[config.mk]
export PLATFORM = sky130hd
export DESIGN_NAME = apb_pvci_burst_seq
export DESIGN_NICKNAME = d
export VERILOG_FILES = /design/src/rtl/apb_pvci_seq_pkg.sv /design/src/rtl/pvci_rd_capture.sv /design/src/rtl/apb_pvci_burst_seq.sv
export SDC_FILE = /design/constraint.sdc
export NUM_CORES = 1
export LEC_CHECK = 0
export ABC_AREA = 1
export BUFFER_PORTS_ARGS = -buffer_cell sky130_fd_sc_hd__buf_4
export CAP_MARGIN = 20
export CORE_UTILIZATION = 50
export CTS_BUF_LIST = sky130_fd_sc_hd__clkbuf_2
export DETAILED_ROUTE_END_ITERATION = 6
export HOLD_SLACK_MARGIN = 0.15
export PLACE_DENSITY = 0.79
export SLEW_MARGIN = 20
export SYNTH_ARGS = -nofsm -noshare
export SYNTH_HDL_FRONTEND = slang
export SYNTH_HIERARCHICAL = 1
export SYNTH_SLANG_ARGS = --single-unit
[constraint.sdc]
create_clock -name pclk -period 6 [get_ports pclk]
set_clock_uncertainty 0.05 [all_clocks]
set_input_delay 0.6 -clock pclk [delete_from_list [all_inputs] [get_ports pclk]]
set_output_delay 0.6 -clock pclk [all_outputs]
set_load 0.005 [all_outputs]
[src/rtl/apb_pvci_seq_pkg.sv]
`default_nettype none
// ============================================================================
// Module      : apb_pvci_seq_pkg
// Description : Shared types, constants and lane helpers for the APB to
//               byte-wide PVCI burst sequencer.
// Revision    : 1.0 - initial release
// ============================================================================
package apb_pvci_seq_pkg;

    // Byte lanes in one 32-bit APB word and the PVCI port geometry.
    localparam int LANES   = 4;
    localparam int PVCI_AW = 8;
    localparam int PVCI_DW = 8;

    // Supported read-data latency range of the PVCI slave.
    localparam int RD_LAT_MIN = 1;
    localparam int RD_LAT_MAX = 3;

    typedef logic [$clog2(LANES)-1:0] lane_t;

    typedef enum logic [1:0] {
        ST_IDLE    = 2'd0,
        ST_ISSUE   = 2'd1,
        ST_WAIT_RD = 2'd2,
        ST_DONE    = 2'd3
    } state_t;

    // Tag that travels down the read-capture pipeline with each issued read.
    typedef struct packed {
        logic  vld;
        lane_t lane;
        logic  last;
    } rd_tag_t;

    // Lowest set lane of a mask; the caller guarantees the mask is non-zero.
    function automatic lane_t first_lane(input logic [LANES-1:0] m);
        lane_t lane;
        lane = '0;
        for (int k = LANES - 1; k >= 0; k--) begin
            if (m[k]) lane = lane_t'(k);
        end
        return lane;
    endfunction

    function automatic logic [LANES-1:0] lane_onehot(input lane_t lane);
        logic [LANES-1:0] oh;
        oh       = '0;
        oh[lane] = 1'b1;
        return oh;
    endfunction

    function automatic logic [PVCI_DW-1:0] lane_byte(input logic [LANES*PVCI_DW-1:0] w,
                                                     input lane_t lane);
        logic [PVCI_DW-1:0] b;
        b = '0;
        for (int k = 0; k < LANES; k++) begin
            if (lane == lane_t'(k)) b = w[k*PVCI_DW +: PVCI_DW];
        end
        return b;
    endfunction

endpackage
`default_nettype wire

[src/rtl/pvci_rd_capture.sv]
`default_nettype none
// ============================================================================
// Module      : pvci_rd_capture
// Description : Delays the lane tag of each PVCI read by the slave latency
//               and packs the returned byte into the 32-bit read register.
// Revision    : 1.0 - initial release
// ============================================================================
module pvci_rd_capture
    import apb_pvci_seq_pkg::*;
#(
    parameter int RD_LAT = 1
) (
    input  logic                     clk,
    input  logic                     rst,
    input  logic                     i_issue,
    input  lane_t                    i_lane,
    input  logic                     i_last,
    input  logic                     i_clear,
    input  logic [PVCI_DW-1:0]       i_rdata,
    output logic [LANES*PVCI_DW-1:0] o_rdata,
    output logic                     o_last
);

    // Out-of-range latencies are pinned to the nearest supported value.
    localparam int c_lat = (RD_LAT < RD_LAT_MIN) ? RD_LAT_MIN :
                           (RD_LAT > RD_LAT_MAX) ? RD_LAT_MAX : RD_LAT;

    rd_tag_t                  r_tag_q [c_lat];
    rd_tag_t                  w_tag_d [c_lat];
    rd_tag_t                  w_cap;
    logic [LANES*PVCI_DW-1:0] r_rdata_q;
    logic [LANES*PVCI_DW-1:0] w_rdata_d;

    // Tail stage holds the tag whose data is on i_rdata this cycle.
    assign w_cap   = r_tag_q[c_lat-1];
    assign o_last  = w_cap.vld & w_cap.last;
    assign o_rdata = r_rdata_q;

    // Tag pipeline: stage 0 takes the read issued this cycle.
    always_comb begin
        w_tag_d[0].vld  = i_issue;
        w_tag_d[0].lane = i_lane;
        w_tag_d[0].last = i_last;
        for (int i = 1; i < c_lat; i++) begin
            w_tag_d[i] = r_tag_q[i-1];
        end
    end

    // Byte packer: write the returned byte into its lane, or clear on a new access.
    always_comb begin
        w_rdata_d = r_rdata_q;
        if (i_clear) begin
            w_rdata_d = '0;
        end else if (w_cap.vld) begin
            for (int k = 0; k < LANES; k++) begin
                if (w_cap.lane == lane_t'(k)) w_rdata_d[k*PVCI_DW +: PVCI_DW] = i_rdata;
            end
        end
    end

    // Register stage for the tag pipeline and the packed read word.
    always_ff @(posedge clk) begin
        if (rst) begin
            for (int i = 0; i < c_lat; i++) begin
                r_tag_q[i] <= '0;
            end
            r_rdata_q <= '0;
        end else begin
            r_tag_q   <= w_tag_d;
            r_rdata_q <= w_rdata_d;
        end
    end

endmodule
`default_nettype wire

[src/rtl/apb_pvci_burst_seq.sv]
`default_nettype none
// ============================================================================
// Module      : apb_pvci_burst_seq
// Description : APB slave that splits each 32-bit access into byte cycles on
//               the PVCI register port of the CAN core, with window/alignment
//               error reporting, strobe masking and read-latency capture.
// Revision    : 1.0 - initial release
// ============================================================================
module apb_pvci_burst_seq
    import apb_pvci_seq_pkg::*;
#(
    parameter logic [31:0] BASE_ADDRESS = 32'h1A10_8000,
    parameter int          WINDOW_BYTES = 256,
    parameter int          RD_LAT       = 1
) (
    input  logic               pclk,
    input  logic               preset,
    input  logic [31:0]        paddr,
    input  logic               pwrite,
    input  logic [31:0]        pwdata,
    input  logic [3:0]         pstrb,
    input  logic               psel,
    input  logic               penable,
    output logic [31:0]        prdata,
    output logic               pready,
    output logic               pslverr,
    output logic [PVCI_AW-1:0] pvci_addr,
    output logic [PVCI_DW-1:0] pvci_wd,
    output logic               pvci_valid,
    output logic               pvci_rd,
    input  logic [PVCI_DW-1:0] pvci_rdata
);

    localparam logic [31:0] c_window = 32'(WINDOW_BYTES);

    state_t             r_state_q,      w_state_d;
    logic [PVCI_AW-1:0] r_offset_q,     w_offset_d;
    logic               r_write_q,      w_write_d;
    logic [31:0]        r_wdata_q,      w_wdata_d;
    logic [LANES-1:0]   r_mask_q,       w_mask_d;
    lane_t              r_lane_q,       w_lane_d;
    logic               r_pready_q,     w_pready_d;
    logic               r_pslverr_q,    w_pslverr_d;
    logic               r_pvci_valid_q, w_pvci_valid_d;
    logic               r_pvci_rd_q,    w_pvci_rd_d;
    logic [PVCI_AW-1:0] r_pvci_addr_q,  w_pvci_addr_d;
    logic [PVCI_DW-1:0] r_pvci_wd_q,    w_pvci_wd_d;

    logic [31:0]        w_offset;
    logic               w_err;
    logic               w_setup;
    logic [LANES-1:0]   w_mask_in;
    lane_t              w_next_lane;
    logic               w_rd_clear;
    logic               w_rd_last;
    logic [31:0]        w_prdata;

    // Address decode; addresses below the base wrap to huge offsets and fail.
    assign w_offset  = paddr - BASE_ADDRESS;
    assign w_err     = (w_offset >= c_window) || (w_offset[1:0] != 2'b00);
    assign w_setup   = psel && !penable;
    assign w_mask_in = pwrite ? pstrb : {LANES{1'b1}};

    // Next-state and next-output logic. r_mask_q holds the lanes still to be
    // issued after the current one, so an empty mask marks the last lane.
    // A dropped psel is not watched: the burst runs to completion and the
    // one-cycle pready is simply ignored by the master.
    always_comb begin
        w_state_d      = r_state_q;
        w_offset_d     = r_offset_q;
        w_write_d      = r_write_q;
        w_wdata_d      = r_wdata_q;
        w_mask_d       = r_mask_q;
        w_lane_d       = r_lane_q;
        w_pready_d     = 1'b0;
        w_pslverr_d    = 1'b0;
        w_pvci_valid_d = 1'b0;
        w_pvci_rd_d    = 1'b0;
        w_pvci_addr_d  = '0;
        w_pvci_wd_d    = '0;
        w_rd_clear     = 1'b0;
        w_next_lane    = '0;
        case (r_state_q)
            ST_IDLE: begin
                if (w_setup) begin
                    w_offset_d = w_offset[PVCI_AW-1:0];
                    w_write_d  = pwrite;
                    w_wdata_d  = pwdata;
                    w_rd_clear = 1'b1;
                    if (w_err) begin
                        w_state_d   = ST_DONE;
                        w_pready_d  = 1'b1;
                        w_pslverr_d = 1'b1;
                    end else if (w_mask_in == '0) begin
                        w_state_d  = ST_DONE;
                        w_pready_d = 1'b1;
                    end else begin
                        w_next_lane    = first_lane(w_mask_in);
                        w_state_d      = ST_ISSUE;
                        w_lane_d       = w_next_lane;
                        w_mask_d       = w_mask_in & ~lane_onehot(w_next_lane);
                        w_pvci_valid_d = 1'b1;
                        w_pvci_rd_d    = !pwrite;
                        w_pvci_addr_d  = w_offset[PVCI_AW-1:0] + PVCI_AW'(w_next_lane);
                        w_pvci_wd_d    = lane_byte(pwdata, w_next_lane);
                    end
                end
            end
            ST_ISSUE: begin
                if (r_mask_q != '0) begin
                    w_next_lane    = first_lane(r_mask_q);
                    w_lane_d       = w_next_lane;
                    w_mask_d       = r_mask_q & ~lane_onehot(w_next_lane);
                    w_pvci_valid_d = 1'b1;
                    w_pvci_rd_d    = !r_write_q;
                    w_pvci_addr_d  = r_offset_q + PVCI_AW'(w_next_lane);
                    w_pvci_wd_d    = lane_byte(r_wdata_q, w_next_lane);
                end else if (r_write_q) begin
                    w_state_d  = ST_DONE;
                    w_pready_d = 1'b1;
                end else begin
                    w_state_d = ST_WAIT_RD;
                end
            end
            ST_WAIT_RD: begin
                if (w_rd_last) begin
                    w_state_d  = ST_DONE;
                    w_pready_d = 1'b1;
                end
            end
            ST_DONE: begin
                w_state_d = ST_IDLE;
            end
            default: begin
                w_state_d = ST_IDLE;
            end
        endcase
    end

    // Sequencer state and registered bus outputs; reset abandons any burst.
    always_ff @(posedge pclk) begin
        if (preset) begin
            r_state_q      <= ST_IDLE;
            r_offset_q     <= '0;
            r_write_q      <= 1'b0;
            r_wdata_q      <= '0;
            r_mask_q       <= '0;
            r_lane_q       <= '0;
            r_pready_q     <= 1'b0;
            r_pslverr_q    <= 1'b0;
            r_pvci_valid_q <= 1'b0;
            r_pvci_rd_q    <= 1'b0;
            r_pvci_addr_q  <= '0;
            r_pvci_wd_q    <= '0;
        end else begin
            r_state_q      <= w_state_d;
            r_offset_q     <= w_offset_d;
            r_write_q      <= w_write_d;
            r_wdata_q      <= w_wdata_d;
            r_mask_q       <= w_mask_d;
            r_lane_q       <= w_lane_d;
            r_pready_q     <= w_pready_d;
            r_pslverr_q    <= w_pslverr_d;
            r_pvci_valid_q <= w_pvci_valid_d;
            r_pvci_rd_q    <= w_pvci_rd_d;
            r_pvci_addr_q  <= w_pvci_addr_d;
            r_pvci_wd_q    <= w_pvci_wd_d;
        end
    end

    pvci_rd_capture #(
        .RD_LAT (RD_LAT)
    ) u_rd_capture (
        .clk     (pclk),
        .rst     (preset),
        .i_issue (r_pvci_valid_q & r_pvci_rd_q),
        .i_lane  (r_lane_q),
        .i_last  (r_mask_q == '0),
        .i_clear (w_rd_clear),
        .i_rdata (pvci_rdata),
        .o_rdata (w_prdata),
        .o_last  (w_rd_last)
    );

    assign prdata     = w_prdata;
    assign pready     = r_pready_q;
    assign pslverr    = r_pslverr_q;
    assign pvci_addr  = r_pvci_addr_q;
    assign pvci_wd    = r_pvci_wd_q;
    assign pvci_valid = r_pvci_valid_q;
    assign pvci_rd    = r_pvci_rd_q;

endmodule
`default_nettype wire

[After elaboration in Yosys (flattened, before gate mapping)]
Index checks and enable logic that the tools add are counted.
Word-level totals
  flip-flop bits (word level): 105
  input port bits: 81
  output and inout port bits: 52
  logic and storage cells: 152
Cells by class
  add/subtract/negate cells: 3
  magnitude comparators: 5
  equality and inequality tests: 18
  muxes and demuxes: 74
  bitwise gates (word level): 8
  reduce and logical (&&, ||, !) cells: 25
Operator list (count)
  2-to-1 mux 8 bit: 16
  2-to-1 mux 2 bit: 23
  greater-or-equal comparator 32 x 9 -> 1 bit, second input constant: 1
  one-hot mux 8 bit (2 select lines): 2
  subtractor 32 x 29 -> 32 bit, second input constant: 1
  2-to-1 mux 1 bit: 20
  2-to-1 mux 4 bit: 5
  adder 8 x 2 -> 8 bit: 2
  equality test 2 bit, second input constant: 8
  inequality test 2 bit, second input constant: 5
  AND reduction 2 bit: 5
  AND 4 bit: 2
  equality test 2 x 1 -> 1 bit, second input constant: 4
  logical NOT 2 bit: 4
  logical NOT 4 bit: 2
  inverter 4 bit: 2
  one-hot mux 2 bit (4 select lines): 1
  one-hot mux 4 bit (2 select lines): 1
  less-than comparator 2 x 3 -> 1 bit, second input constant: 2
  AND reduction 5 bit: 1
  demux 1 bit (select 2 bit): 2
  greater-or-equal comparator 2 x 1 -> 1 bit, second input constant: 2
  one-hot mux 1 bit (2 select lines): 2
  one-hot mux 2 bit (2 select lines): 1
  12 further kinds: 19

[Depth between registers and ports, before layout]
Gate-level depths: netlist of the first run.
  depth in word-level cells: 19
  depth in mapped cells: 17
  depth with buffers taken out: 17

[Cells and area by module]
The synthesis of the first run kept the hierarchy.
By module, submodules not included
  apb_pvci_burst_seq: times used 1, cells each 619, area an instance 4048.9 sq um, sequential area each 1381.3 sq um
  pvci_rd_capture: times used 1, cells each 222, area an instance 1530.2 sq um, sequential area each 720.7 sq um

[Worst setup path before layout of the first run]
No wires, ideal clock.
  kind: input to register
  from: in pstrb[2]
  to: reg r_pvci_addr_q[6] (netlist: pvci_addr[6])
  library setup time: 0.132 ns
  arrival: 2.314 ns
  data required time: 5.818 ns
  slack: 3.503 ns
  stages: 14
  buffers on the path: 1
  cells stage by stage: inv_1 > nand2_1 > a21oi_1 > buf_2 > ha_1 > inv_1 > fa_1 > nor2_1 > nand2_1 > nor3_1 > xnor2_1 > inv_1 > nand4_1 > a21oi_1
On the way
  cells in the longest elaborated chain, start to end: 13
  elaborated cells between the ends (all ways): 14
  classes of those cells: add/sub (1); mux (12); reduce/logical (1)
Ends and longest elaborated chain
  start, declared: line apb_pvci_burst_seq.sv:21  | input logic [3:0] pstrb,
  2-to-1 mux 4 bit (*): line apb_pvci_burst_seq.sv:62  | assign w_mask_in = pwrite ? pstrb : {LANES{1'b1}};
  2-to-1 mux 2 bit (3 in a row): line apb_pvci_seq_pkg.sv:40  | if (m[k]) lane = lane_t'(k);
  2-to-1 mux 2 bit: line apb_pvci_burst_seq.sv:94  | end else if (w_mask_in == '0) begin
  2-to-1 mux 2 bit: line apb_pvci_burst_seq.sv:90  | if (w_err) begin
  2-to-1 mux 2 bit: line apb_pvci_burst_seq.sv:85  | if (w_setup) begin
  2-to-1 mux 2 bit: line apb_pvci_burst_seq.sv:83  | case (r_state_q)
  adder 8 x 2 -> 8 bit: line apb_pvci_burst_seq.sv:104  | w_pvci_addr_d = w_offset[PVCI_AW-1:0] + PVCI_AW'(w_next_lane);
  2-to-1 mux 8 bit (*): line apb_pvci_burst_seq.sv:94
  2-to-1 mux 8 bit (*): line apb_pvci_burst_seq.sv:90
  2-to-1 mux 8 bit (*): line apb_pvci_burst_seq.sv:85
  one-hot mux 8 bit (2 select lines) (*): line apb_pvci_burst_seq.sv:83
  end signal, assigned: line apb_pvci_burst_seq.sv:166  | r_pvci_addr_q <= w_pvci_addr_d;
  end, declared: line apb_pvci_burst_seq.sv:46  | logic [PVCI_AW-1:0] r_pvci_addr_q, w_pvci_addr_d;
Every way passes the cells marked *; elsewhere a longest branch is shown, timed or not. The select of a mux whose other input is x is not followed.
A chain may end at the register's enable or synchronous reset.

[Worst setup path in the final report of the first run]
  from: reg r_state_q[1]
  to: reg r_lane_q[0]
On the way
  cells in the longest elaborated chain, start to end: 3
  elaborated cells between the ends (all ways): 9
  classes of those cells: eq/ne (5); mux (1); reduce/logical (3)
Ends and longest elaborated chain
  start, declared: line apb_pvci_burst_seq.sv:36  | state_t r_state_q, w_state_d;
  start signal, assigned: line apb_pvci_burst_seq.sv:156  | r_state_q <= w_state_d;
  equality test 2 x 1 -> 1 bit or logical NOT 2 bit (tied branches): line apb_pvci_burst_seq.sv:83
  inequality test 2 bit (no source line) or nonzero test 2 bit (tied branches)
  AND reduction 5 bit (no source line)
  end signal, assigned: line apb_pvci_burst_seq.sv:161  | r_lane_q <= w_lane_d;
  end, declared: line apb_pvci_burst_seq.sv:41  | lane_t r_lane_q, w_lane_d;
Parallel ways exist; a longest one is shown, timed or not.

==> results of run 1 <==
power by group through the flow:
stage                     combinational, mW  clock [mW]  sequential (mW)
after floorplan                       0.426           0            0.825
after global placement                0.585           0            0.841
after detailed placement              0.593           0            0.842
after CTS                             0.594       0.308            0.829
after global routing                  0.680       0.341            0.842
final                                 0.599       0.299            0.831
layout make-up:
class / count / area, µm² / area share (%)
Clock buffer: 9 / 45.0 / 0.676
Multi-Input combinational cell: 562 / 2750 / 41.3
Clock inverter: 7 / 53.8 / 0.807
Tap cell: 140 / 175 / 2.63
Timing Repair Buffer: 136 / 1020 / 15.3
Sequential cell: 105 / 2100 / 31.5
Inverter: 137 / 514 / 7.71
through the flow:
step | setup WS (ps) | std cells | utilization (%)
after floorplan | 3500 | 841 | -
after global placement | 2860 | 1079 | 60.5
after detailed placement | 2790 | 1079 | 60.5
after CTS | 3060 | 1095 | 61.4
after global routing | 2790 | 1096 | 61.5
final | 3040 | 1096 | 61.5
Yosys cell counts, types with 3 or more instances:
| cell | count |
|---|---|
| a21oi_1 | 85 |
| buf_2 | 8 |
| buf_4 | 4 |
| buf_6 | 4 |
| clkbuf_1 | 16 |
| dfxtp_1 | 105 |
| ha_1 | 9 |
| inv_1 | 129 |
| inv_2 | 8 |
| nand2_1 | 146 |
| nand2_2 | 6 |
| nand3_1 | 40 |
| nand3_4 | 3 |
| nand3b_1 | 4 |
| nand4_1 | 18 |
| nor2_1 | 137 |
| nor2_2 | 8 |
| nor3_1 | 5 |
| o21ai_0 | 62 |
| o221ai_1 | 8 |
| o22ai_1 | 9 |
| xnor2_1 | 3 |
| xor2_1 | 3 |
registers in the layout (all words and copies together) (netlist names):
register              cells
r_lane_q                  2
r_offset_q                8
r_write_q                 1
pready                    1
pvci_valid                1
r_wdata_q                32
u_rd_capture/o_rdata     32
u_rd_capture/r_tag_q      4
pvci_wd                   8
r_mask_q                  4
r_state_q                 2
pvci_addr                 8
pslverr                   1
pvci_rd                   1
final timing paths:
path	startpoint	end	slack (ps)	cells past startpoint
hold reg to reg	r_lane_q[0]$_SDFFE_PP0P_	u_rd_capture/r_tag_q[1]$_SDFF_PP0_	390	2
setup / recovery	r_state_q[1]$_SDFFE_PP0P_	r_lane_q[0]$_SDFFE_PP0P_	3040	10
hold / removal	pwdata[25]	r_wdata_q[25]$_SDFFE_PP0P_	180	3
setup reg to reg	r_state_q[1]$_SDFFE_PP0P_	r_lane_q[0]$_SDFFE_PP0P_	3040	10
worst min-delay path, stage by stage:
cell and delay (ps):
buf_4 90, nor2_1 40, nor2_1 80
layer usage:
metal  vias up  GRT usage, %  wire, µm  part of all wire (%)
met1      2445          33.5      6480                    46
met5         -             0         0                     0
met3        22          2.91       721                   5.1
li1       2895             -         -                     -
met4         0          8.90       248                   1.8
met2       197          40.0      6550                    47
logic make-up (layout without fill, tap and decap cells):
| logic type | after synthesis | count (layout) | share of synthesized area, % |
|---|---|---|---|
| compound gates | 174 | 174 | 16.8 |
| simple gates | 371 | 371 | 28.8 |
| fa+ha+maj | 11 | 11 | 2.74 |
| buf+inv | 174 | 289 | 13.1 |
| xor+xnor | 6 | 6 | 0.942 |
| flops | 105 | 105 | 37.7 |
what timing repair did:
item,CTS,global route
hold buffers,0,1
hold endpoints to repair,0,1
setup buffers,0,0
==> results.txt, run 1 <==
* Port Buffers: 132
- The synthesized design contains 105 register bits.
* Leakage Power: 3.20 nW
- The path class of the tightest hold or removal check is input port to flop.
- No sink is reached through more buffers than the 2 on the longest clock path.
- The critical path is of the flop to flop type.
* Number of synthesized flops with an enable pin: 0
- The final number of max-transition violations is 0.
* Area of the die: 0.0116 mm²
- At the worst endpoint, the required time is roughly 6500 ps.
- DRC errors left: 0
* Cell type with the highest occurrence count on the critical path: inv_1
- 0 antenna diodes ended up in the layout.
- In this run, the number of DRC markers left after iteration 0 of detailed routing was approximately 390.
* Peak fanout along the critical path: 14
- Sequential group share of total power: between 40% and 50%
- Final Cycle Share: 49.4%
- Layout Cell Area excl Fill: 0.00667 mm²
- Counting every sink on the clock net gives 105.
- Initial antenna violation count: 0
- Max Clk Rate: between 0.3 and 0.4 GHz
- Adding up every negative setup slack in the final design gives 0 ps.
- Arrival time at the worst endpoint: about 3400 ps
- First-pass GRT wire length: 22,700 µm
- Number of cells upsized or downsized after cts: 0
- Core box area: ~0.011 mm²
* Fill cell instance count of the final layout: roughly 1.1k
- In the synthesized netlist the async set-or-reset flop fraction comes to 0%.
* Detail Placement HPWL: 10,100 µm
- After the last flow step, the layout net total stands at 1,043.
- Summing every instance area after synthesis gives 0.00558 mm².
- Setup repair after global routing left no endpoint under its margin.
- The critical path goes through inv_1 -> ha_1 -> inv_1 -> nor2_2 -> inv_1 -> a21oi_1 -> nand2_2 -> nand2_1 -> nand2_1 -> nor2_1.
- Of the cells placed in the final design, the portion with a size suffix greater than 1 is 18.8%.
* Last weighted congestion value of the routability-driven placer: 0.879
- In this run the biggest area consumer among cell types represents between 30% and 40% of the synthesized area.
* Power per cell area: 259 mW/mm²
- Routed length per placed instance: ~13 µm
* Setup-failing EPs final: 0
- Cell taking the most area after synthesis: dfxtp_1
* Buf/Inv on CP: 3
- CTS placed an instance of clkbuf_2 at the clock tree root.
- Via-per-instance ratio: 5.07
- Post-synthesis to final-layout area growth: 19.5%
- The slowest stage of the critical path belongs to the cell nor2_2.
- Summing over every cut layer, the via total after detailed routing is 5,559.
* Internal Dissipation: 1.03 mW
* DP Area: between 0.006 and 0.007 mm²
- Largest stage delay, worst path: 590 ps
- After layout, the minimum clock period comes to 2960 ps.
- Yosys printed 6 warnings.
- Die width: 108 µm
- Number of global-route vias before repair: 4,795
* Endpoint type of the worst setup path: flop
- Leading cell type in the layout, fill and taps excluded: nand2_1
- Count of nets left with antenna violations after detail routing: 0
* First-pass DRT Iterations: 5
* Hold WS: 183 ps
* Number of buffers created by CTS: 9
* TritonCTS clock tree: built
- The H-tree was split into 3 levels.
* Slew @ Worst Pin: approximately 950 ps
- Combinational fraction of design power: 34.7%
- Synth Area per Inst: 6.63 µm²
- STA classifies the critical path startpoint as a flop.
* Cell type group with the largest total delay on the critical path: simple AND/OR/NAND/NOR gates
- Synthesis instantiated 39 different standard cells from the library.
- After synthesis, flip-flops and latches occupy 37.7% of the total area.
- Final Hold Violating Endpoints: 0
- The initialized floorplan defines 38 standard-cell rows.
- The worst-case IR drop observed on VDD is 0.000140 V.
- Latest clock arrival within the worst-skew pair: around 540 ps
* Mapped Nets: 933
- The design draws 1.73 mW.
- Routed wire length: ~14,000 µm
- By area the synthesized netlist is led by dfxtp_1, nand2_1, nor2_1.
- The top cell types in the final layout, fill and taps aside, are nand2_1, nor2_1, buf_4.
* Switching share of total power: 40.2%
- Top-Level Pins: 133
- Slew headroom: 36.7%
* Outcome: finished, final reports clean
- Entering global routing, the biggest net connects 65 pins.
- In this run the power spent charging and discharging nets is 0.695 mW.
* Initial Utilization: 51.5%
- Global routing consumed, over all layers together, 24.6% of the routing resources.
- Dominant register cell in the synthesized netlist: dfxtp_1
* Die Height: 108 µm
* Max Cap Viol: 0
* Cells after Synth: 841
- In this run, the clock network consumes 17.3% of the power.
- Summed over all layers, the global routing overflow is 0.
* Clock-pin slew reported for the worst setup and hold paths after clock tree synthesis: 310 ps
Power figures use the tool's default switching activity.
==> inputs of run 2 (changes only) <==
==> constraint.sdc (replaced) <==
create_clock -name pclk -period 3.1 [get_ports pclk]
set_clock_uncertainty 0.05 [all_clocks]
set_input_delay 0.31 -clock pclk [delete_from_list [all_inputs] [get_ports pclk]]
set_output_delay 0.31 -clock pclk [all_outputs]
set_load 0.005 [all_outputs]
==> results.txt, run 2 (same netlist as run 1, synthesis figures left out) <==
* Outcome: finished, final reports clean (unchanged)
* GR Util All Layers: 27.5% (was 24.6%)
* Final instance count without filler cells: 1,155 (was 1,096)
- Critical path launch point: pwrite (was r_state_q[1]$_SDFFE_PP0P_)
- The number of violations of the max-capacitance limit is 0 (unchanged).
* Latest clock arrival within the worst-skew pair: 600 ps (was 540 ps)
* Top-Level Pins: 133 (unchanged)
* Port Buffers: 132 (unchanged)
- Startpoint types: input port (was flop)
* Area of the die: 0.0116 mm² (unchanged)
- Hold WS: 199 ps (was 183 ps)
* Placed instance count: 1,089 (was 1,079)
* Setup-failing EPs final: 0 (unchanged)
* Die width: 108 µm (unchanged)
- The largest fanout on the critical path was 13 (was 14).
- The flop-to-flop setup slack was 740 ps (was 3040 ps).
- Number of buffers created by CTS: 9 (unchanged)
- The initial detailed-routing violation count was 445 (was 385).
* Core box area: 0.0108 mm² (unchanged)
- The highest ir drop seen on vdd is 0.000336 V (was 0.000140 V).
* Critical Path End: pvci_wd[3]$_SDFF_PP0_ (was r_lane_q[0]$_SDFFE_PP0P_)
- The final number of max-transition violations is 0 (unchanged).
* H-tree levels: 3 (unchanged)
- Switching share of total power: 39.1% (was 40.2%)
- The data arrival time of the worst path was 2890 ps (was 3420 ps).
- The count of nets left with antenna violations after detail routing was 0 (unchanged).
- The first-pass detailed-route iteration total was 5 (unchanged).
- Die Height: 108 µm (unchanged)
- Number of setup buffers added after CTS: 0 (unchanged)
* Clock Sinks: 105 (unchanged)
- Setup_tns: 0 ps (unchanged)
- Final net count: 1,102 (was 1,043)
- Worst R2R Path Depth: 11 (was 10)
* First-pass GRT wire length: 25,100 µm (was 22,700 µm)
* Slew @ Worst Pin: 657 ps (was 948 ps)
* Max Clk Rate: between 0.4 and 0.5 GHz
- The power density normalized to cell area is 487 mW/mm² (was 259 mW/mm²).
* Fraction of final layout cells sized beyond drive strength 1: 18.8% (about the same)
* Initial Utilization: 51.5% (unchanged)
- The total via count after detailed routing came to 5,977 (was 5,559).
* Last weighted congestion value of the routability-driven placer: 0.884 (was 0.879)
- Clk pwr share: 18.6% (was 17.3%)
* Via-per-instance ratio: 5.17 (was 5.07)
* Routed wire length: 15,500 µm (was 14,000 µm)
* Net switching power: 1.38 mW (was 0.695 mW)
- Number of inserted diodes: 0 (unchanged)
* DRC errors left: 0 (unchanged)
- The final hold violation count was 0 (unchanged).
- Final Cycle Share: between 70% and 80%
* Site Rows: 38 (unchanged)
- Post-layout worst setup margin: 717 ps (was 3040 ps)
- The post-place setup slack came to 706 ps (was 2790 ps).
- The cell at the root of the clock tree is clkbuf_2 (unchanged).
* Setup repair after global routing missed its margin: false (unchanged)
- Commonest cells after routing, fill and taps aside: nand2_1, buf_4, nor2_1 (was nand2_1, nor2_1, buf_4)
- The total overflow reported by the global router came to 0 (unchanged).
- Initial antenna violation count: 0 (unchanged)
- Combinational fraction of design power: 36.0% (was 34.7%)
- The most common library cell in the layout ignoring fill and taps is nand2_1 (unchanged).
- The detailed placement HPWL was 10,200 µm (was 10,100 µm).
- The nature of the critical path endpoint is a flop (unchanged).
- Slew headroom: 56.2% (was 36.7%)
* Crit Reg-Reg Endpoint: pvci_addr[6]$_SDFF_PP0_ (was r_lane_q[0]$_SDFFE_PP0P_)
* Number of buffers on the longest clock path: 2 (unchanged)
* Number of global-route vias before repair: 5,426 (was 4,795)
* Minimum clock period: roughly 2400 ps
- The pin count of the biggest net entering global routing is 48 (was 65).
* TritonCTS clock tree: built (unchanged)
- HP Class: input port to flop (unchanged)
- Internal Dissipation: 2.15 mW (was 1.03 mW)
- The leakage power summed over all cells came to 3.45 nW (was 3.20 nW).
- The clock transition at the registers of the reported paths was 290 ps (was 310 ps).
* Start-to-end type of the worst setup path: input port to flop (was flop to flop)
- Sequential group share of total power: 45.4% (was 48.0%)
- The mean routed wirelength per cell was 13.4 µm (was 12.8 µm).
* Post-synthesis to final-layout area growth: 30.0% (was 19.5%)
* Data required time of the worst path: 3610 ps (was 6460 ps)
* Worst reg2reg startpoint: r_mask_q[2]$_SDFFE_PP0P_ (was r_state_q[1]$_SDFFE_PP0P_)
[run 2: changes by cell type in the layout (fill, tap and decap cells not counted), moves of 2 or more]
cell           delta
clkinv_4          -2
clkinvlp_4        +2
dlygate4sd3_1    +49
buf_4            +10
[run 2: metal layers]
metal,share of wire (%),wire (µm),vias to the layer above,GRT usage (%)
li1,-,-,3022,-
met1,43,6690,2625,34.5
met2,47,7360,288,45.8
met3,6.6,1030,42,4.78
met4,2.8,442,0,12.3
met5,0,0,-,0
[run 2: area by class of cell]
cell class / instances / area, µm²
multi-input cells: 562 / 2750
clock inverters: 6 / 66.3
inverters: 137 / 514
well taps: 140 / 175
flip-flops and latches: 105 / 2100
repair buffers: 195 / 1590
clock buffers: 10 / 50.0
fillers: 948 / 3590
[run 2: worst max-delay path, stage by stage]
cell and delay, ps:
dlygate4sd3_1 560, buf_4 160, nand2_1 110, a21oi_1 80, buf_4 190, inv_1 320
nand2_1 400, nand3_1 220, o21ai_0 120, a21oi_1 150, nand4_1 110, a21oi_1 170
[run 2: worst min-delay path by stage]
stage / startpoint / endpoint / slack (ps) / depth (start not counted)
after floorplan: preset / u_rd_capture/r_tag_q[3]$_SDFF_PP0_ / 330 / 1
after CTS: penable / r_state_q[0]$_SDFFE_PP0P_ / 160 / 6
after global routing: pstrb[2] / r_mask_q[2]$_SDFFE_PP0P_ / 190 / 7
after detailed placement: r_lane_q[1]$_SDFFE_PP0P_ / u_rd_capture/r_tag_q[2]$_SDFF_PP0_ / 360 / 2
final: penable / r_state_q[0]$_SDFFE_PP0P_ / 200 / 6
after global placement: r_lane_q[1]$_SDFFE_PP0P_ / u_rd_capture/r_tag_q[2]$_SDFF_PP0_ / 360 / 2
[run 2: what timing repair did]
| item | in CTS | in global routing |
|---|---|---|
| endpoints found under the hold margin | 99 | 0 |
| resized for setup | 0 | 0 |
| setup endpoints to repair | 0 | 0 |
| hold buffers | 50 | 0 |
[run 2: through the flow]
stage          util, %  power, mW  cell area, µm²
4_1_cts           66.9       3.52            7250
3_5_place_dp      61.2       2.81            6630
2_1_floorplan        -       2.42            5580
5_1_grt           66.9       3.77            7250
3_3_place_gp      61.2       2.81            6630
6_report          66.9       3.53            7250
[run 2: power groups by stage]
| stage | clock network, mW | logic [mW] | registers, mW |
|---|---|---|---|
| final | 0.656 | 1.27 | 1.60 |
| after CTS | 0.675 | 1.24 | 1.60 |
| after global routing | 0.732 | 1.41 | 1.62 |
| after global placement | 0 | 1.18 | 1.62 |
| after detailed placement | 0 | 1.19 | 1.63 |
| after floorplan | 0 | 0.825 | 1.60 |
==> inputs of run 3 (changes only) <==
==> constraint.sdc (replaced) <==
create_clock -name pclk -period 2.2 [get_ports pclk]
set_clock_uncertainty 0.05 [all_clocks]
set_input_delay 0.22 -clock pclk [delete_from_list [all_inputs] [get_ports pclk]]
set_output_delay 0.22 -clock pclk [all_outputs]
set_load 0.005 [all_outputs]
==> results.txt, run 3 (same netlist as run 1, synthesis figures left out) <==
* Final net count: 1,122 (was 1,102)
- Arrival time at the worst endpoint: 2580 ps (was 2890 ps)
- Cell type with the highest occurrence count on the critical path: inv_1 (was a21oi_1)
- Multi-input combinational cell area: 0.00279 mm² (was 0.00275 mm²)
- The clock transition at the registers of the reported paths is 290 ps (about the same).
- Commonest cells after routing, fill and taps aside: buf_4, nand2_1, nor2_1 (was nand2_1, buf_4, nor2_1)
- The initial antenna violation count was 2 (was 0).
- Final Hold Violating Endpoints: 0 (unchanged)
* Power per cell area: 718 mW/mm² (was 487 mW/mm²)
- The total global-route track usage came to 27.7% (was 27.5%).
- The sequential cell area is 0.00211 mm² (was 0.00210 mm²).
- H-tree levels: 3 (unchanged)
* Routed wire length: 16,300 µm (was 15,500 µm)
* Routed via count: 6,124 (was 5,977)
* Crit Reg-Reg Endpoint: r_offset_q[1]$_SDFFE_PP0P_ (was pvci_addr[6]$_SDFF_PP0_)
* Placement Setup Slack: 4.20 ps (was 706 ps)
- Max Clk Rate: 0.473 GHz
- Data required time of the worst path: 2670 ps (was 3610 ps)
* Area of the die: 0.0116 mm² (unchanged)
- Final number of max-transition violations: 0 (unchanged)
* Site Rows: 38 (unchanged)
- Port Buffers: 132 (unchanged)
- Subtracting the final worst setup slack from the clock period gives 2110 ps.
- The endpoint of the worst setup timing path is r_offset_q[1]$_SDFFE_PP0P_ (was pvci_wd[3]$_SDFF_PP0_).
- Placed instance count: 1,101 (was 1,089)
* TritonCTS clock tree: built (unchanged)
- The final-layout fill cell count is 918 (was 948).
- Clock Sinks: 105 (unchanged)
- The worst setup path startpoint is r_state_q[0]$_SDFFE_PP0P_ (was pwrite).
* Via-per-instance ratio: 5.20 (was 5.17)
- The share of cells above drive strength 1 is 21.2% (was 18.8%).
* Die Height: 108 µm (unchanged)
- DRC errors left: 0 (unchanged)
- The worst setup path category is flop to flop (was input port to flop).
- The weighted congestion at the end of routability-driven global placement came to 0.884 (about the same).
- Post-synthesis to final-layout area growth: 35.2% (was 30.0%)
* Peak fanout along the critical path: 19 (was 13)
- Initial Utilization: 51.5% (unchanged)
- The cell at the root of the clock tree was clkbuf_2 (unchanged).
* Largest net degree at the start of global routing: 39 (was 48)
* Flop-to-flop setup slack: 90 ps (was 740 ps)
- The leakage power summed over all cells came to 3.59 nW (was 3.45 nW).
- The width of the chip is 108 µm (unchanged).
- Final instance count without filler cells: 1,177 (was 1,155)
- Maximum vdd drop: 0.000403 V (was 0.000336 V)
* Core box area: 0.0108 mm² (unchanged)
- Detail Placement HPWL: 10,300 µm (was 10,200 µm)
- The number of buffers on the longest clock path was 2 (unchanged).
* Slowest cell on crit path: dlygate4sd3_1 (unchanged)
- Count of nets left with antenna violations after detail routing: 0 (unchanged)
- Outcome: finished, final reports clean (unchanged)
- Initial DRC Count: 536 (was 445)
* Startpoint types: flop (was input port)
- The total overflow reported by the global router is 0 (unchanged).
* Routed length per placed instance: 13.8 µm (was 13.4 µm)
* Slew @ Worst Pin: 622 ps (was 657 ps)
- Worst reg2reg startpoint: r_state_q[0]$_SDFFE_PP0P_ (was r_mask_q[2]$_SDFFE_PP0P_)
- The count of boundary I/O pins came to 133 (unchanged).
- Leading cell type in the layout, fill and taps excluded: buf_4 (was nand2_1)
- Number of buffers created by CTS: 9 (unchanged)
- The type of the worst min-delay path was input port to flop (unchanged).
* Worst-path cell chain: inv_1 -> ha_1 -> inv_1 -> nor2_4 -> buf_12 -> o21ai_0 -> a21oi_1 -> dlygate4sd3_1 (was dlygate4sd3_1 -> buf_4 -> nand2_1 -> a21oi_1 -> buf_4 -> inv_1 -> nand2_1 -> nand3_1 -> o21ai_0 -> a21oi_1 -> nand4_1 -> a21oi_1)
* Setup-failing EPs final: 0 (unchanged)
- The startpoint of the tightest hold check path is psel (was penable).
- The number of global-route vias before repair came to 5,385 (was 5,426).
- Post-layout worst setup margin: 85.1 ps (was 717 ps)
- The total power is 5.41 mW (was 3.53 mW).
- Setup_tns: 0 ps (unchanged)
* First-pass GRT wire length: 25,300 µm (was 25,100 µm)
- Endpoint type of the worst setup path: flop (unchanged)
- Max Cap Viol: 0 (unchanged)
- Final Cycle Share: a little over nine tenths
- The remaining max-slew budget at the tightest pin was 58.5% (was 56.2%).
- Largest stage delay, worst path: 560 ps (about the same)
* Latest clock arrival within the worst-skew pair: 600 ps (about the same)
- First-pass DRT Iterations: 6 (was 5)
* Worst R2R Path Depth: 8 (was 11)
-- run 3: cell types whose count changed in the layout (fill, tap and decap cells not counted), moves of 3 or more --
cell,delta
dfxtp_2,+4
dfxtp_1,-4
dlygate4sd3_1,+5
nor2_4,+3
inv_8,+3
buf_4,+12
nor2_1,-5
-- run 3: metal layers --
metal / up-vias / routed length, µm / track usage, %
met3: 49 / 1340 / 5.21
li1: 3061 / - / -
met1: 2688 / 6730 / 35.3
met4: 0 / 494 / 13.5
met2: 326 / 7710 / 44.8
met5: - / 0 / 0
-- run 3: what timing repair did --
item,4_1_cts,5_1_grt
endpoints found under the setup margin,0,5
setup buffers,0,2
resized for setup,0,17
hold buffers,55,0
hold endpoints to repair,102,0
-- run 3: worst min-delay path by stage --
stage | cells after the start | to | slack (ps)
after global placement | 2 | u_rd_capture/r_tag_q[2]$_SDFF_PP0_ | 360
after global routing | 6 | pready$_SDFF_PP0_ | 170
after CTS | 7 | r_mask_q[3]$_SDFFE_PP0P_ | 150
after detailed placement | 2 | u_rd_capture/r_tag_q[2]$_SDFF_PP0_ | 370
after floorplan | 1 | u_rd_capture/r_tag_q[3]$_SDFF_PP0_ | 240
final | 7 | r_state_q[0]$_SDFFE_PP0P_ | 170
-- run 3: worst max-delay path: cells and delay by family, from the launching register on --
kind | cells | cell delay (ps)
and+or+nand+nor | 1 | 70
buffers and inverters | 4 | 950
AOI/OAI and AO/OA | 2 | 270
DFF | 1 | 470
adders and majority gates | 1 | 240
-- run 3: metrics by stage --
stage / instance area (µm²) / util, % / hold slack [ps]
2_1_floorplan: 5580 / - / 241
3_3_place_gp: 6750 / 62.3 / 359
3_5_place_dp: 6750 / 62.3 / 366
4_1_cts: 7450 / 68.8 / 154
5_1_grt: 7540 / 69.6 / 175
6_report: 7540 / 69.6 / 166
-- run 3: cell type report --
| class | count | area share (%) |
|---|---|---|
| multi-input cells | 562 | 37.0 |
| flip-flops and latches | 105 | 27.9 |
| diodes | 2 | 0.0663 |
| well taps | 140 | 2.32 |
| repair buffers | 215 | 23.8 |
| clock inverters | 7 | 1.46 |
| inverters | 137 | 6.82 |
| clock buffers | 9 | 0.597 |
-- run 3: power by group --
part           switching [mW]  internal, mW
clock network           0.716         0.404
logic                    1.25         0.789
registers               0.123          2.13
total                    2.09          3.32
